**config.mk**
```make
export PLATFORM = sky130hd
export DESIGN_NAME = fifo_wr_arbiter
export DESIGN_NICKNAME = d
export VERILOG_FILES = /design/src/rtl/fifo_wr_arbiter.sv
export SDC_FILE = /design/constraint.sdc
export NUM_CORES = 1
export LEC_CHECK = 0
export CAP_MARGIN = 20
export CORE_MARGIN = 2
export CORE_UTILIZATION = 45
export CTS_BUF_LIST = sky130_fd_sc_hd__clkbuf_4 sky130_fd_sc_hd__clkbuf_8
export CTS_CLUSTER_DIAMETER = 80
export DETAILED_ROUTE_END_ITERATION = 12
export HOLD_SLACK_MARGIN = 0.12
export PLACE_DENSITY = 0.9
export REMOVE_ABC_BUFFERS = 1
export SLEW_MARGIN = 20
export SYNTH_ARGS = -nofsm -noshare
export SYNTH_HDL_FRONTEND = slang
export SYNTH_SLANG_ARGS = --single-unit
export TNS_END_PERCENT = 30
```
**constraint.sdc**
```tcl
create_clock -name clk_i -period 7 [get_ports clk_i]
set_input_delay 1.4 -clock clk_i [delete_from_list [all_inputs] [get_ports clk_i]]
set_output_delay 1.4 -clock clk_i [all_outputs]
set_load 0.01 [all_outputs]
```
**src/rtl/fifo_wr_arbiter.sv**
```systemverilog
// fifo_wr_arbiter: shares one fifo write port between N_REQ valid/ready
// producers, round-robin, with bursts of up to MAX_BURST words per grant.
module fifo_wr_arbiter #(
    parameter int N_REQ     = 4,
    parameter int DWIDTH    = 8,
    parameter int MAX_BURST = 4,
    localparam int IDW      = (N_REQ > 1) ? $clog2(N_REQ) : 1
) (
    input  logic                    clk_i,
    input  logic                    arstn_i,
    input  logic [N_REQ-1:0]        req_valid_i,
    input  logic [N_REQ*DWIDTH-1:0] req_data_i,
    output logic [N_REQ-1:0]        req_ready_o,
    input  logic                    fifo_full_i,
    output logic                    fifo_wrreq_o,
    output logic [DWIDTH-1:0]       fifo_data_o,
    output logic [IDW-1:0]          grant_id_o,
    output logic                    busy_o
);

    logic [IDW-1:0] ptr_q, ptr_d;
    logic [IDW-1:0] owner_q, owner_d;
    logic [7:0]     cnt_q, cnt_d, cnt_n;
    logic           locked_q, locked_d;

    logic [IDW-1:0] scan_sel, sel;
    logic           owner_valid, cont, any_valid, wr;

    // Lowest index at or above ptr wins; otherwise lowest index below ptr.
    always_comb begin
        scan_sel    = '0;
        owner_valid = 1'b0;
        for (int i = N_REQ - 1; i >= 0; i--) begin
            if (req_valid_i[i] && (IDW'(i) < ptr_q)) scan_sel = IDW'(i);
        end
        for (int i = N_REQ - 1; i >= 0; i--) begin
            if (req_valid_i[i] && (IDW'(i) >= ptr_q)) scan_sel = IDW'(i);
        end
        for (int i = 0; i < N_REQ; i++) begin
            if (IDW'(i) == owner_q) owner_valid = req_valid_i[i];
        end
    end

    assign any_valid    = |req_valid_i;
    assign cont         = locked_q && owner_valid;
    assign sel          = cont ? owner_q : scan_sel;
    assign wr           = arstn_i && any_valid && !fifo_full_i;
    assign fifo_wrreq_o = wr;

    always_comb begin
        fifo_data_o = '0;
        req_ready_o = '0;
        for (int i = 0; i < N_REQ; i++) begin
            if (IDW'(i) == sel) begin
                if (any_valid) fifo_data_o = req_data_i[i*DWIDTH +: DWIDTH];
                req_ready_o[i] = wr;
            end
        end
    end

    always_comb begin
        ptr_d    = ptr_q;
        owner_d  = owner_q;
        cnt_d    = cnt_q;
        locked_d = locked_q;
        cnt_n    = cont ? cnt_q + 8'd1 : 8'd1;
        if (wr) begin
            owner_d  = sel;
            ptr_d    = (sel == IDW'(N_REQ - 1)) ? '0 : sel + IDW'(1);
            cnt_d    = cnt_n;
            locked_d = cnt_n < 8'(MAX_BURST);
        end else if (!fifo_full_i) begin
            // Idle cycle: any open burst is abandoned, rotation point kept.
            cnt_d    = '0;
            locked_d = 1'b0;
        end
    end

    always_ff @(posedge clk_i or negedge arstn_i) begin
        if (!arstn_i) begin
            ptr_q    <= '0;
            owner_q  <= '0;
            cnt_q    <= '0;
            locked_q <= 1'b0;
        end else begin
            ptr_q    <= ptr_d;
            owner_q  <= owner_d;
            cnt_q    <= cnt_d;
            locked_q <= locked_d;
        end
    end

    assign grant_id_o = owner_q;
    assign busy_o     = locked_q;

endmodule

```
# Word-level counts from Yosys, hierarchy flattened
# Cells that the tools add are included.
word_totals:
  ram_bits: 0
  memories: 0
  register_bits: 13
  rom_bits: 0
  output_inout_bits: 16
  latchBits: 0
op_classes:
  n_reduce_logical: 15
  div: 0
  multipliers: 0
  add_sub_neg: 2
  n_mux: 31
  n_bitwise: 0
  n_eq_ne: 8
  order_cmp: 9
  n_shift: 0
ops:
  columns: ["op", "count"]
  rows:
  - ["$mux W8", 11]
  - ["$mux W2", 10]
  - ["$logic_and A1 B1 Y1", 11]
  - ["$mux W1", 10]
  - ["$add A8 B1 Y8 const B", 1]
  - ["$eq A2 B2 Y1 const A", 4]
  - ["$lt A8 B3 Y1 const B", 1]
  - ["$eq A1 B2 Y1 const A", 2]
  - ["$ge A1 B2 Y1 const A", 2]
  - ["$ge A2 B2 Y1 const A", 2]
  - ["$logic_not A2 Y1", 2]
  - ["$lt A1 B2 Y1 const A", 2]
  - ["$lt A2 B2 Y1 const A", 2]
  - ["$reduce_or A4 Y1", 1]
  - ["$add A2 B1 Y2 const B", 1]
  - ["$eq A2 B2 Y1 const B", 1]
  - ["$ne A2 B1 Y1 const B", 1]
  - ["$logic_not A1 Y1", 1]

# Depth between registers and ports, before layout
logic_depth:
  word_depth: 19
  mapped_depth: 13
  ltp_nobuf: 11

# Least setup slack after synthesis
# No wires, ideal clock.
synth_path:
  path_type: "input port to output port"
  start: "in req_valid_i[3]"
  end: "out fifo_data_o[0]"
  arrival_time_ns: 3.594
  setup_slack_ns: 2.006
  cell_stages: 11
  path_cell_list: "mux4_2 nand2_1 mux2_2 ha_1 clkbuf_1 nor2b_1 clkbuf_1 a221oi_1 nor3_1 a21oi_1 nor2_1"
synth_between:
  elab_chain_cells: 18
  word_cells_on_any_way: 26
  cone_classes: "eq/ne: 3; mux: 18; reduce/logical: 5"
synth_rtl:
  columns: ["item", "line_no", "text"]
  rows:
  - ["start: declaration", "11", "input logic [N_REQ-1:0] req_valid_i,"]
  - ["$logic_and A1 B1 Y1", "34", "if (req_valid_i[i] && (IDW'(i) < ptr_q)) scan_sel = IDW'(i);"]
  - ["$mux W2 (4 in a row)", "34", null]
  - ["$mux W2 (4 in a row)", "37", "if (req_valid_i[i] && (IDW'(i) >= ptr_q)) scan_sel = IDW'(i);"]
  - ["$mux W2 (*)", "46", "assign sel = cont ? owner_q : scan_sel;"]
  - ["named net sel[0]", "26", "logic [IDW-1:0] scan_sel, sel;"]
  - ["$logic_not A2 Y1", "54", "if (IDW'(i) == sel) begin"]
  - ["$mux W8", "54", null]
  - ["$mux W8", "55", "if (any_valid) fifo_data_o = req_data_i[i*DWIDTH +: DWIDTH];"]
  - ["$mux W8", "54", null]
  - ["$mux W8", "55", null]
  - ["$mux W8", "54", null]
  - ["$mux W8", "55", null]
  - ["$mux W8 (*)", "54", null]
  - ["end: declaration", "16", "output logic [DWIDTH-1:0] fifo_data_o,"]
# Mark *: on every way through the listed nets, which the timed path passes. The rest lies on a longest branch.

# Worst setup path in the final report
layout_path:
  start: "in req_valid_i[0]"
  end: "out fifo_data_o[4]"
layout_between:
  elab_chain_cells: 15
  word_cells_on_any_way: 26
  cone_classes: "eq/ne: 3; mux: 18; reduce/logical: 5"
layout_rtl:
  columns: ["item", "line_no"]
  rows:
  - ["$logic_and A1 B1 Y1", "34"]
  - ["$mux W2", "34"]
  - ["$mux W2 (4 in a row)", "37"]
  - ["$mux W2 (*)", "46"]
  - ["named net sel[0]", "26"]
  - ["$logic_not A2 Y1", "54"]
  - ["$mux W8", "54"]
  - ["$mux W8", "55"]
  - ["$mux W8", "54"]
  - ["$mux W8", "55"]
  - ["$mux W8", "54"]
  - ["$mux W8", "55"]
  - ["$mux W8 (*)", "54"]
# Marks and branches as above.

==> metrics.md <==
| Metric | Value |
|---|---|
| Pint | `326 µW` |
| R2r worst-path depth | `6` |
| Port Buffers | `54` |
| Crit path max fanout | `10` |
| Total gr overflow | `0` |
| Area of the mapped netlist | `between 1000 and 1500 µm²` |
| Pre-antenna DRT Iters | `4` |
| CP Launch Type | `input port` |
| Final ANT Viol Nets | `0` |
| VDD IR max | `approximately 0.27 mV` |
| Power Density | `about 320 nW/µm²` |
| Initial antenna violation count | `0` |
| # fillers | `200` |
| Reg power frac | `19.0%` |
| Core Area | `2450 µm²` |
| Post-Syn Instances | `146` |
| Skew final | `3.64 ps` |
| Final setup TNS | `0 ps` |
| First-pass GRT wire length | `5110 µm` |
| Chip Height | `about 54 µm` |
| Final hold viol count | `0` |
| Clock tree sinks | `13` |
| Fin. max-slew vios | `0` |
| Clock power frac | `under 10%` |
| Root buffer cell | `clkbuf_4` |
| Routed WL | `approximately 3200 µm` |
| H-tree levels | `1` |
| Syn Area/Cell | `~8 µm²` |
| ANT cells | `0` |
| Net switching power figure | `~230 µW` |
| Switch share | `41.6%` |
| Slew margin rel. | `58.3%` |
| Unrepaired setup endpoints after global routing | `no` |
| Ports | `55` |
| CP Data Required Time | `about 5600 ps` |
| Layout cells sized above 1 | `5.10%` |
| Vias in the first global route | `between 1000 and 1500` |
| Register bit total from synthesis | `13` |
| Status | `finished clean` |
| CTS Hold Bufs | `0` |
| Period minus WS final | `6300 ps` |
| Reg clk slew, reported paths | `~80 ps` |
| Slew @ Worst Pin | `a little over 600 ps` |
| Clk Latency, worst-skew pair | `approximately 280 ps` |
| Hold Slack | `around 500 ps` |
| Die area | `between 2000 and 3000 µm²` |
| Vias per cell | `5.74` |
| Post_cts resized | `0` |
| Register area share after synthesis | `roughly 28%` |
| Dpl hpwl | `around 2500 µm` |
| DR top layer | `met4` |
| Longest Clk Path Bufs | `2` |
| Hold Crit Class | `reg -> reg` |
| Critical Path End Type | `output pin` |
| Average wire per standard cell | `between 10 and 15 µm` |
| Die X | `about 54 µm` |
| Synthesis-to-layout area growth | `50.3%` |
| Post-synth EDFFs | `0` |
| CTS tree | `done` |
| Ys flop type | `dfrtp_1` |
| Max_cap viols | `0` |
| Fin crit share | `about nine tenths` |
| Initial Utilization | `between 40% and 50%` |
| Wire length on met1 | `about 1300 µm` |
| Part of the power in combinational logic | `approximately 70%` |
| FMAX | `159 MHz` |
| Count of unique library cells instantiated by Yosys | `33` |
| CP arrival | `between 4000 and 5000 ps` |
| CTS buffer count | `3` |
| Setup Fix Bufs, Post-CTS | `0` |
| Row count | `18` |
| Worst Setup Path Type | `in -> out` |
| DRT iter0 DRCs | `32` |
| Pleak | `between 0.0007 and 0.0008 µW` |
| Async SR Flop Fraction | `100%` |
| Met2 wire length | `1570 µm` |
| YS warnings | `0` |
| Final net count | `between 200 and 250` |
| Setup violations, final | `0` |
| DRC viols | `0` |
| Via count | `approximately 1300` |
| Worst hold stages | `1` |
| Largest net degree at the start of global routing | `18` |
| Multi-input gate area | `768 µm²` |
| Register Area | `325 µm²` |
| Metal3 WL | `~330 µm` |
| Final GP Congestion | `slightly below 0.9` |
| GR Util All Layers | `approximately a quarter` |
-- layer usage --
layer  vias up  track usage (%)
met5         -                0
met4         0             8.33
met3         7             5.19
met2        74             43.6
met1       588             26.4
li1        629                -
-- path summary, 6_finish.rpt --
path / start / end / slack [ps]
hold / removal: cnt_q[5] / cnt_q[5] / 500
setup / recovery: req_valid_i[0] / fifo_data_o[4] / 700
hold reg to reg: cnt_q[5] / cnt_q[5] / 500
setup reg to reg: grant_id_o[1] / ptr_q[1] / 4920
max in group asynchronous: arstn_i / cnt_q[7] / 5100
min in group asynchronous: arstn_i / cnt_q[0] / 1500
-- Yosys cell counts (all sizes together), types with 4 or more instances --
cell type / count / share of area (%)
nand3: 4 / 1.7
inv: 5 / 1.6
nor2b: 10 / 5.5
dfrtp: 13 / 28
a21oi: 13 / 5.7
nor2: 18 / 5.9
ha: 5 / 5.5
clkbuf: 6 / 2.0
nand2: 11 / 3.6
nor3: 10 / 4.4
mux2: 4 / 3.9
o21ai: 13 / 5.7
and2: 4 / 2.2
a221oi: 8 / 6.1
-- placed cells by master, fill, tap and decap left out, drive strengths merged, types with 2 or more instances in the layout --
cell type / instances
a22o: 2
clkbuf: 4
and3: 2
inv: 5
nand2b: 2
dfrtp: 13
nor3: 10
mux2i: 2
nand3: 4
nand2: 11
o21ai: 13
a221oi: 8
and2: 4
ha: 5
mux2: 4
o31ai: 2
xor2: 2
nor2: 18
a21oi: 13
clkdlybuf4s50: 54
nor2b: 10
-- stage by stage --
| step | util [%] | cells | cell area (µm²) | power [µW] | setup WS (ps) |
|---|---|---|---|---|---|
| 2_1_floorplan | - | 138 | 1110 | 329 | 2050 |
| 3_3_place_gp | 68.9 | 222 | 1690 | 495 | 843 |
| 3_5_place_dp | 68.9 | 222 | 1690 | 504 | 698 |
| 4_1_cts | 70.1 | 226 | 1720 | 560 | 705 |
| 5_1_grt | 70.1 | 226 | 1720 | 607 | 431 |
| 6_report | 70.1 | 226 | 1720 | 558 | 702 |
-- power by group through the flow --
stage	sequential [µW]	combinational (µW)	clock [µW]
floorplan	106	223	0
global placement	106	389	0
detailed placement	107	397	0
CTS	106	401	53.3
global route	108	444	54.9
finish	106	400	51.8
-- cell type report --
| type | count | area share [%] |
|---|---|---|
| multi-input cells | 120 | 44.7 |
| repair buffers | 54 | 31.4 |
| well taps | 30 | 2.18 |
| flip-flops and latches | 13 | 18.9 |
| inverters | 5 | 1.09 |
| clock buffers | 4 | 1.75 |
-- cells by family (layout without fill, tap and decap cells) --
kind of cell               after synthesis  after routing  share of synthesized area (%)
adders and majority gates                5              5                           5.46
and+or+nand+nor                         65             65                           29.4
muxes                                    7              7                           7.65
buffers and inverters                   13             63                           4.48
DFF                                     13             13                           28.4
xor gates and xnor gates                 2              2                           1.53
AOI/OAI and AO/OA                       41             41                           23.1
-- state kept, by name, summed over array words and instances, names as in the netlist --
register and flops:
busy_o 1, cnt_q 8, grant_id_o 2, ptr_q 2
-- critical path, stage by stage --
cell and delay [ps]:
clkdlybuf4s50_1 520, mux4_2 540, nand2_1 190, mux2_2 400, ha_1 320, nor2b_1 440, a221oi_1 170, nor3_1 180
a21oi_1 60, nor2_1 110, clkdlybuf4s50_1 550
(Power assumes the default switching activity.)
==> patch 1, RTL diff (same flow settings) <==
Set the parameter `DWIDTH` to 12 (it was 8).
--- a/src/rtl/fifo_wr_arbiter.sv
+++ b/src/rtl/fifo_wr_arbiter.sv
@@ -4,3 +4,3 @@
     parameter int N_REQ     = 4,
-    parameter int DWIDTH    = 8,
+    parameter int DWIDTH    = 12,
     parameter int MAX_BURST = 4,
Ports: changed (resized fifo_data_o and req_data_i); port bits go from 55 to 75. The function was not compared with the original's and may differ.
==> patch 1 against the unedited design <==
Highest routed layer unchanged. Clock skew down 0.0022 ns. Core utilization rose by 5.1 points. Worst setup slack improved by 0.075 ns. Sequential cell count did not move. Synthesized area grew 9.7%. Largest cell class unchanged. Combinational power rose by 36%. Design area is 18% higher. Wire length rose by 23%. Sequential share of layout area down 2.9 points. Non-clock buffer count rose by 22. Global-route usage rose by 2.0 points. Critical endpoint is now fifo_data_o[0]. Total power is 26% higher.
==> patch 1: results (changes against the unedited design) <==
Status
  – Status: complete, no violations (unchanged)

Timing
  – Slew @ Worst Pin: 0.826 ns (was 0.623 ns)
  – Max Clock Skew: 0.00140 ns (was 0.00364 ns)
  – Final Hold Viols: 0 (unchanged)

Cells and area
  – Nets: 298 (was 241)
  – Layout cell share with drive strength beyond 1: 5.49% (was 5.10%)
  – Largest register FFs: 8 (unchanged)
  – Filler cell count: 227 (was 200)
  – N_diodes: 0 (unchanged)
  – Biggest register: cnt_q (unchanged)

Global route
  – Met1 usage: 34.1% (was 26.4%)
  – Global-route wire length before repair: 6.63 mm (was 5.11 mm)
  – Initial antenna violation count: 0 (unchanged)
  – Total track usage: 25.7% (was 23.6%)
  – Largest net degree at the start of global routing: 26 (was 18)
  – Met3 usage: 6.91% (was 5.19%)
  – Number of global-route vias before repair: 1,490 (was 1,234)
  – M2 GR Usage: 41.0% (was 43.6%)

Route
  – Initial DRC Count: 82 (was 32)
  – DRT met1 WL: 1.62 mm (was 1.28 mm)
  – Met2 wire length: 1.98 mm (was 1.57 mm)
  – WL per Instance: 14.7 µm (was 14.2 µm)
  – Drt via density: 5.60 (was 5.74)
  – Top Layer Used: met4 (unchanged)
  – TritonRoute pass-1 iters: 4 (unchanged)
  – Wire length on met3: 274 µm (was 332 µm)

Yosys
  – Main synth FF type: dfrtp_1 (unchanged)
  – Register area share after synthesis: 25.9% (was 28.4%)
  – Netlist cell types: 29 (was 33)
  – Synth top cells by count: 21 x nor2_1, 17 x a21oi_1, 15 x nor2b_1 (was 18 x nor2_1, 13 x a21oi_1, 13 x dfrtp_1)
  – Yosys warning count: 0 (unchanged)
  – Area contributors post-synth: dfrtp_1 26%, a221oi_1 8.4%, nor2b_1 7.5% (was dfrtp_1 28%, a221oi_1 6.1%, nor2_1 5.9%)
  – Async set-reset flop share out of synthesis: 100% (unchanged)

Setup path
  – Slowest stage delay, CP: 0.55 ns (about the same)
  – Largest delay share family, worst path: buffers and inverters (unchanged)
  – Worst path slowest cell: mux4_2 (was clkdlybuf4s50_1)
  – Max FO, Critical Path: 14 (was 10)

Clock tree
  – Clock Path Buffers: 2 (unchanged)
  – CTS H-tree lvls: 1 (unchanged)
  – Clk slew on worst S/H paths: 0.08 ns (about the same)
  – Worst-skew pair later-pin latency: roughly 0.27 ns
  – Post-CTS sizing: 0 (unchanged)
  – Clk root buf: clkbuf_4 (unchanged)
  – CTS buffer count: 3 (unchanged)
  – Post-CTS setup buffer count: 0 (unchanged)
  – Hold Buf Count CTS: 0 (unchanged)

Pwr
  – Power in combinational cells: 545 µW (was 400 µW)
  – Leakage: 0.839 nW (was 0.722 nW)
  – Switching Fraction: 42.1% (was 41.6%)
  – Seq pwr: approximately 110 µW
  – Total chip power: 701 µW (was 558 µW)
  – Peak VDD IR: 411 µV (was 269 µV)

Placed design
  – Hpwl dp: 3.12 mm (was 2.53 mm)
  – Routability cong.: 0.911 (was 0.871)
  – Port buffer count: 74 (was 54)

Hold path
  – Worst Hold Class: reg2reg (unchanged)
[patch 1: changes by cell type after synthesis, sizes merged, moves of 3 or more]
cell    before  now
a21oi       13   17
nor2        18   21
nor2b       10   15
clkbuf       6   10
nor3        10   14
a221oi       8   12
[patch 1: cells by family after synthesis]
group                    after synthesis  share of synthesized area [%]
AO/OA/AOI/OAI                         49                           25.2
flip-flops                            13                           25.9
buffers and inverters                 16                           4.88
multiplexers                           7                           6.97
XOR/XNOR                               2                           1.39
AND/OR/NAND/NOR                       76                           30.7
adder cells (fa/ha/maj)                5                           4.98
[patch 1: cell type report]
class	instances	area [µm²]	area share (%)
well taps	31	38.8	1.90
repair buffers	76	756	37.1
inverters	5	18.8	0.921
flip-flops and latches	13	325	16.0
clock buffers	4	30.0	1.47
multi-input cells	139	870	42.7
[patch 1: metrics by stage]
stage | setup slack [ns] | std cells | utilization, % | area [µm²]
6_report | 0.777 | 268 | 75.2 | 2040
5_1_grt | 0.486 | 268 | 75.2 | 2040
3_3_place_gp | 0.850 | 264 | 74.1 | 2010
2_1_floorplan | 1.84 | 157 | - | 1210
4_1_cts | 0.765 | 268 | 75.2 | 2040
3_5_place_dp | 0.781 | 264 | 74.1 | 2010
[patch 1: worst paths after layout]
path / to / cells past startpoint / slack, ns / startpoint
setup / recovery: fifo_data_o[0] / 12 / 0.78 / req_valid_i[0]
hold / removal: cnt_q[7] / 1 / 0.52 / cnt_q[7]
setup reg to reg: ptr_q[1] / 6 / 4.89 / grant_id_o[1]
hold reg to reg: cnt_q[7] / 1 / 0.52 / cnt_q[7]
max in group asynchronous: ptr_q[0] / 1 / 5.09 / arstn_i
min in group asynchronous: cnt_q[6] / 1 / 1.51 / arstn_i
==> patch 2, RTL diff (same flow settings) <==
Without the edit above. Reset style: synchronous (`arstn_i`), changed in one clocked block.
--- a/src/rtl/fifo_wr_arbiter.sv
+++ b/src/rtl/fifo_wr_arbiter.sv
@@ -78,3 +78,3 @@
 
-    always_ff @(posedge clk_i or negedge arstn_i) begin
+    always_ff @(posedge clk_i) begin
         if (!arstn_i) begin
Check against the original RTL: differs if arstn_i is asserted again (counterexample within 4 cycles, from zero or initial values and one cycle with arstn_i low); with arstn_i held inactive, the same outputs for 10 cycles.
==> patch 2 against the unedited design <==
Design area is 2.3% higher. Synthesized area is 5.0% higher. First-iteration DRC count is 3.1% higher. Hold slack better by 0.012 ns. Synthesized cell count is 10% higher. Worst setup slack worse by 0.17 ns. Highest routed layer unchanged. Wire length is 6.5% higher. Sequential cell count stayed put. Largest cell class unchanged. Fmax is 2.6% lower.
Power is not compared: it rests on default switching activity, and its combinational part moved more than twofold at a synthesized area within 25%.
==> patch 2: results (changes against the unedited design) <==
Cells and area
  – Nets: 252 (was 241)
  – Biggest register: cnt_q (unchanged)
  – N_diodes: 0 (unchanged)
  – Largest register FFs: 8 (unchanged)
  – Filler cell count: 191 (was 200)
  – Layout cell share with drive strength beyond 1: 5.31% (was 5.10%)

Run
  – Max-cap violations: 0 (unchanged)

Setup path
  – Crit path DAT: 5.07 ns (was 4.90 ns)
  – Max FO, Critical Path: 16 (was 10)
  – Slowest stage delay, CP: between 0.5 and 0.6 ns
  – Largest delay share family, worst path: compound AO/OA/AOI/OAI gates (was buffers and inverters)
  – Worst path slowest cell: clkdlybuf4s50_1 (unchanged)
  – Worst reg2reg path depth: 7 (was 6)
  – Setup crit start: req_valid_i[1] (was req_valid_i[0])
  – Critical Path End: fifo_data_o[4] (unchanged)
  – Worst reg-to-reg setup slack: 4.82 ns (was 4.92 ns)
  – Reg2reg end: ptr_q[1] (unchanged)
  – Critical R2R Launch: grant_id_o[0] (was grant_id_o[1])

Placed design
  – Routability cong.: 0.893 (was 0.871)
  – Port buffer count: 54 (unchanged)
  – Hpwl dp: 2.67 mm (was 2.53 mm)

Timing
  – Final Hold Viols: 0 (unchanged)
  – Tmin final: 6.47 ns (was 6.30 ns)
  – Max Clock Skew: 0.00194 ns (was 0.00364 ns)
  – Setup violators final: 0 (unchanged)
  – Relative slew slack: 60.5% (was 58.3%)

Yosys
  – Main synth FF type: dfxtp_1 (was dfrtp_1)
  – Register area share after synthesis: 21.6% (was 28.4%)
  – Area contributors post-synth: dfxtp_1 22%, a211o_1 5.8%, a221oi_1 5.8% (was dfrtp_1 28%, a221oi_1 6.1%, nor2_1 5.9%)
  – Yosys warning count: 0 (unchanged)
  – Async set-reset flop share out of synthesis: 0% (was 100%)
  – Number of flops mapped to enable cells by yosys: 0 (unchanged)
  – Netlist cell types: 43 (was 33)
  – Synth top cells by count: 18 x nand2_1, 13 x a21oi_1, 13 x dfxtp_1 (was 18 x nor2_1, 13 x a21oi_1, 13 x dfrtp_1)

Clock tree
  – CTS buffer count: 3 (unchanged)
  – Post-CTS setup buffer count: 0 (unchanged)
  – Post-CTS sizing: 0 (unchanged)
  – Clock Path Buffers: 2 (unchanged)
  – Clk root buf: clkbuf_4 (unchanged)
  – Worst-skew pair later-pin latency: 0.28 ns (about the same)
  – CTS H-tree lvls: 1 (unchanged)

Global route
  – Global-route wire length before repair: 5.70 mm (was 5.11 mm)
  – Largest net degree at the start of global routing: 18 (unchanged)
  – Initial antenna violation count: 0 (unchanged)
  – Number of global-route vias before repair: 1,198 (was 1,234)
  – Total track usage: 22.1% (was 23.6%)

Hold path
  – Worst Hold Class: reg2reg (unchanged)
  – Beginning of the worst hold path: cnt_q[7] (was cnt_q[5])

Pwr
  – Int Power: around 190 µW
  – Leakage: ~0.68 nW
  – Peak VDD IR: roughly 140 µV

Route
  – Initial DRC Count: 33 (was 32)
  – TritonRoute pass-1 iters: 4 (unchanged)
  – WL per Instance: 14.4 µm (was 14.2 µm)
  – Drt via density: 5.82 (was 5.74)

Status
  – Status: complete, no violations (unchanged)
==> patch 2: changes by cell type after synthesis, moves of 4 or more <==
cell / change
a211o_1: +7
nor3_1: -9
inv_1: +5
dfxtp_1: +13
o21ai_0: +5
o21ai_1: -11
nand2_1: +7
nor2b_1: -8
dfrtp_1: -13
a31oi_1: +7
nor2_1: -13
clkbuf_1: +4
==> patch 2: area by class of cell <==
class	instances	share of cell area (%)
Sequential cell	13	14.8
Clock inverter	1	0.284
Inverter	10	2.13
Clock buffer	3	1.28
Multi-Input combinational cell	125	48.3
Timing Repair Buffer	55	31.1
Tap cell	30	2.13
==> patch 2: worst register-to-register path: cells and delay by family (launching register included) <==
family	cells	cell delay, ns
adders and majority gates	1	0.23
AOI/OAI and AO/OA	2	0.32
and+or+nand+nor	3	0.65
muxes	1	0.40
DFF	1	0.46
==> patch 2: power groups by stage <==
stage / logic, mW / clock network, mW / registers, mW
after detailed placement: 0.150 / 0 / 0.0843
after CTS: 0.151 / 0.0483 / 0.0824
after global placement: 0.147 / 0 / 0.0837
after floorplan: 0.0773 / 0 / 0.0835
final: 0.150 / 0.0471 / 0.0825
after global routing: 0.163 / 0.0513 / 0.0831
==> patch 2: worst min path at each step <==
stage / endpoint / slack, ns / cells after the start
finish: cnt_q[7] / 0.51 / 2
global route: cnt_q[7] / 0.54 / 2
CTS: cnt_q[6] / 0.51 / 1
detailed placement: cnt_q[7] / 0.50 / 2
global placement: cnt_q[6] / 0.48 / 1
floorplan: cnt_q[6] / 0.46 / 1
==> patch 2: stage by stage <==
stage	area [µm²]	util (%)	power (mW)	instances	setup slack, ns
6_report	1760	70.4	0.280	237	0.532
5_1_grt	1760	70.4	0.297	237	0.272
4_1_cts	1760	70.4	0.281	237	0.539
3_5_place_dp	1730	69.3	0.234	233	0.558
3_3_place_gp	1730	69.3	0.231	233	0.718
2_1_floorplan	1150	-	0.161	148	2.05
==> patch 2: routing by layer <==
layer	wire length, µm	vias to the layer above	track usage, %
li1	-	697	-
met1	1560	638	30.0
met2	1710	42	37.6
met3	143	2	3.49
met4	13	0	3.14
met5	0	-	0
==> patch 2: kinds of logic (layout without fill, tap and decap cells) <==
logic type,count (synthesis),after routing,synth area share (%)
AO/OA/AOI/OAI,57,57,34.0
XOR/XNOR,4,4,2.91
adder cells (fa/ha/maj),5,5,5.20
buffers and inverters,23,69,7.70
flip-flops,13,13,21.6
multiplexers,5,5,4.27
AND/OR/NAND/NOR,54,54,24.2
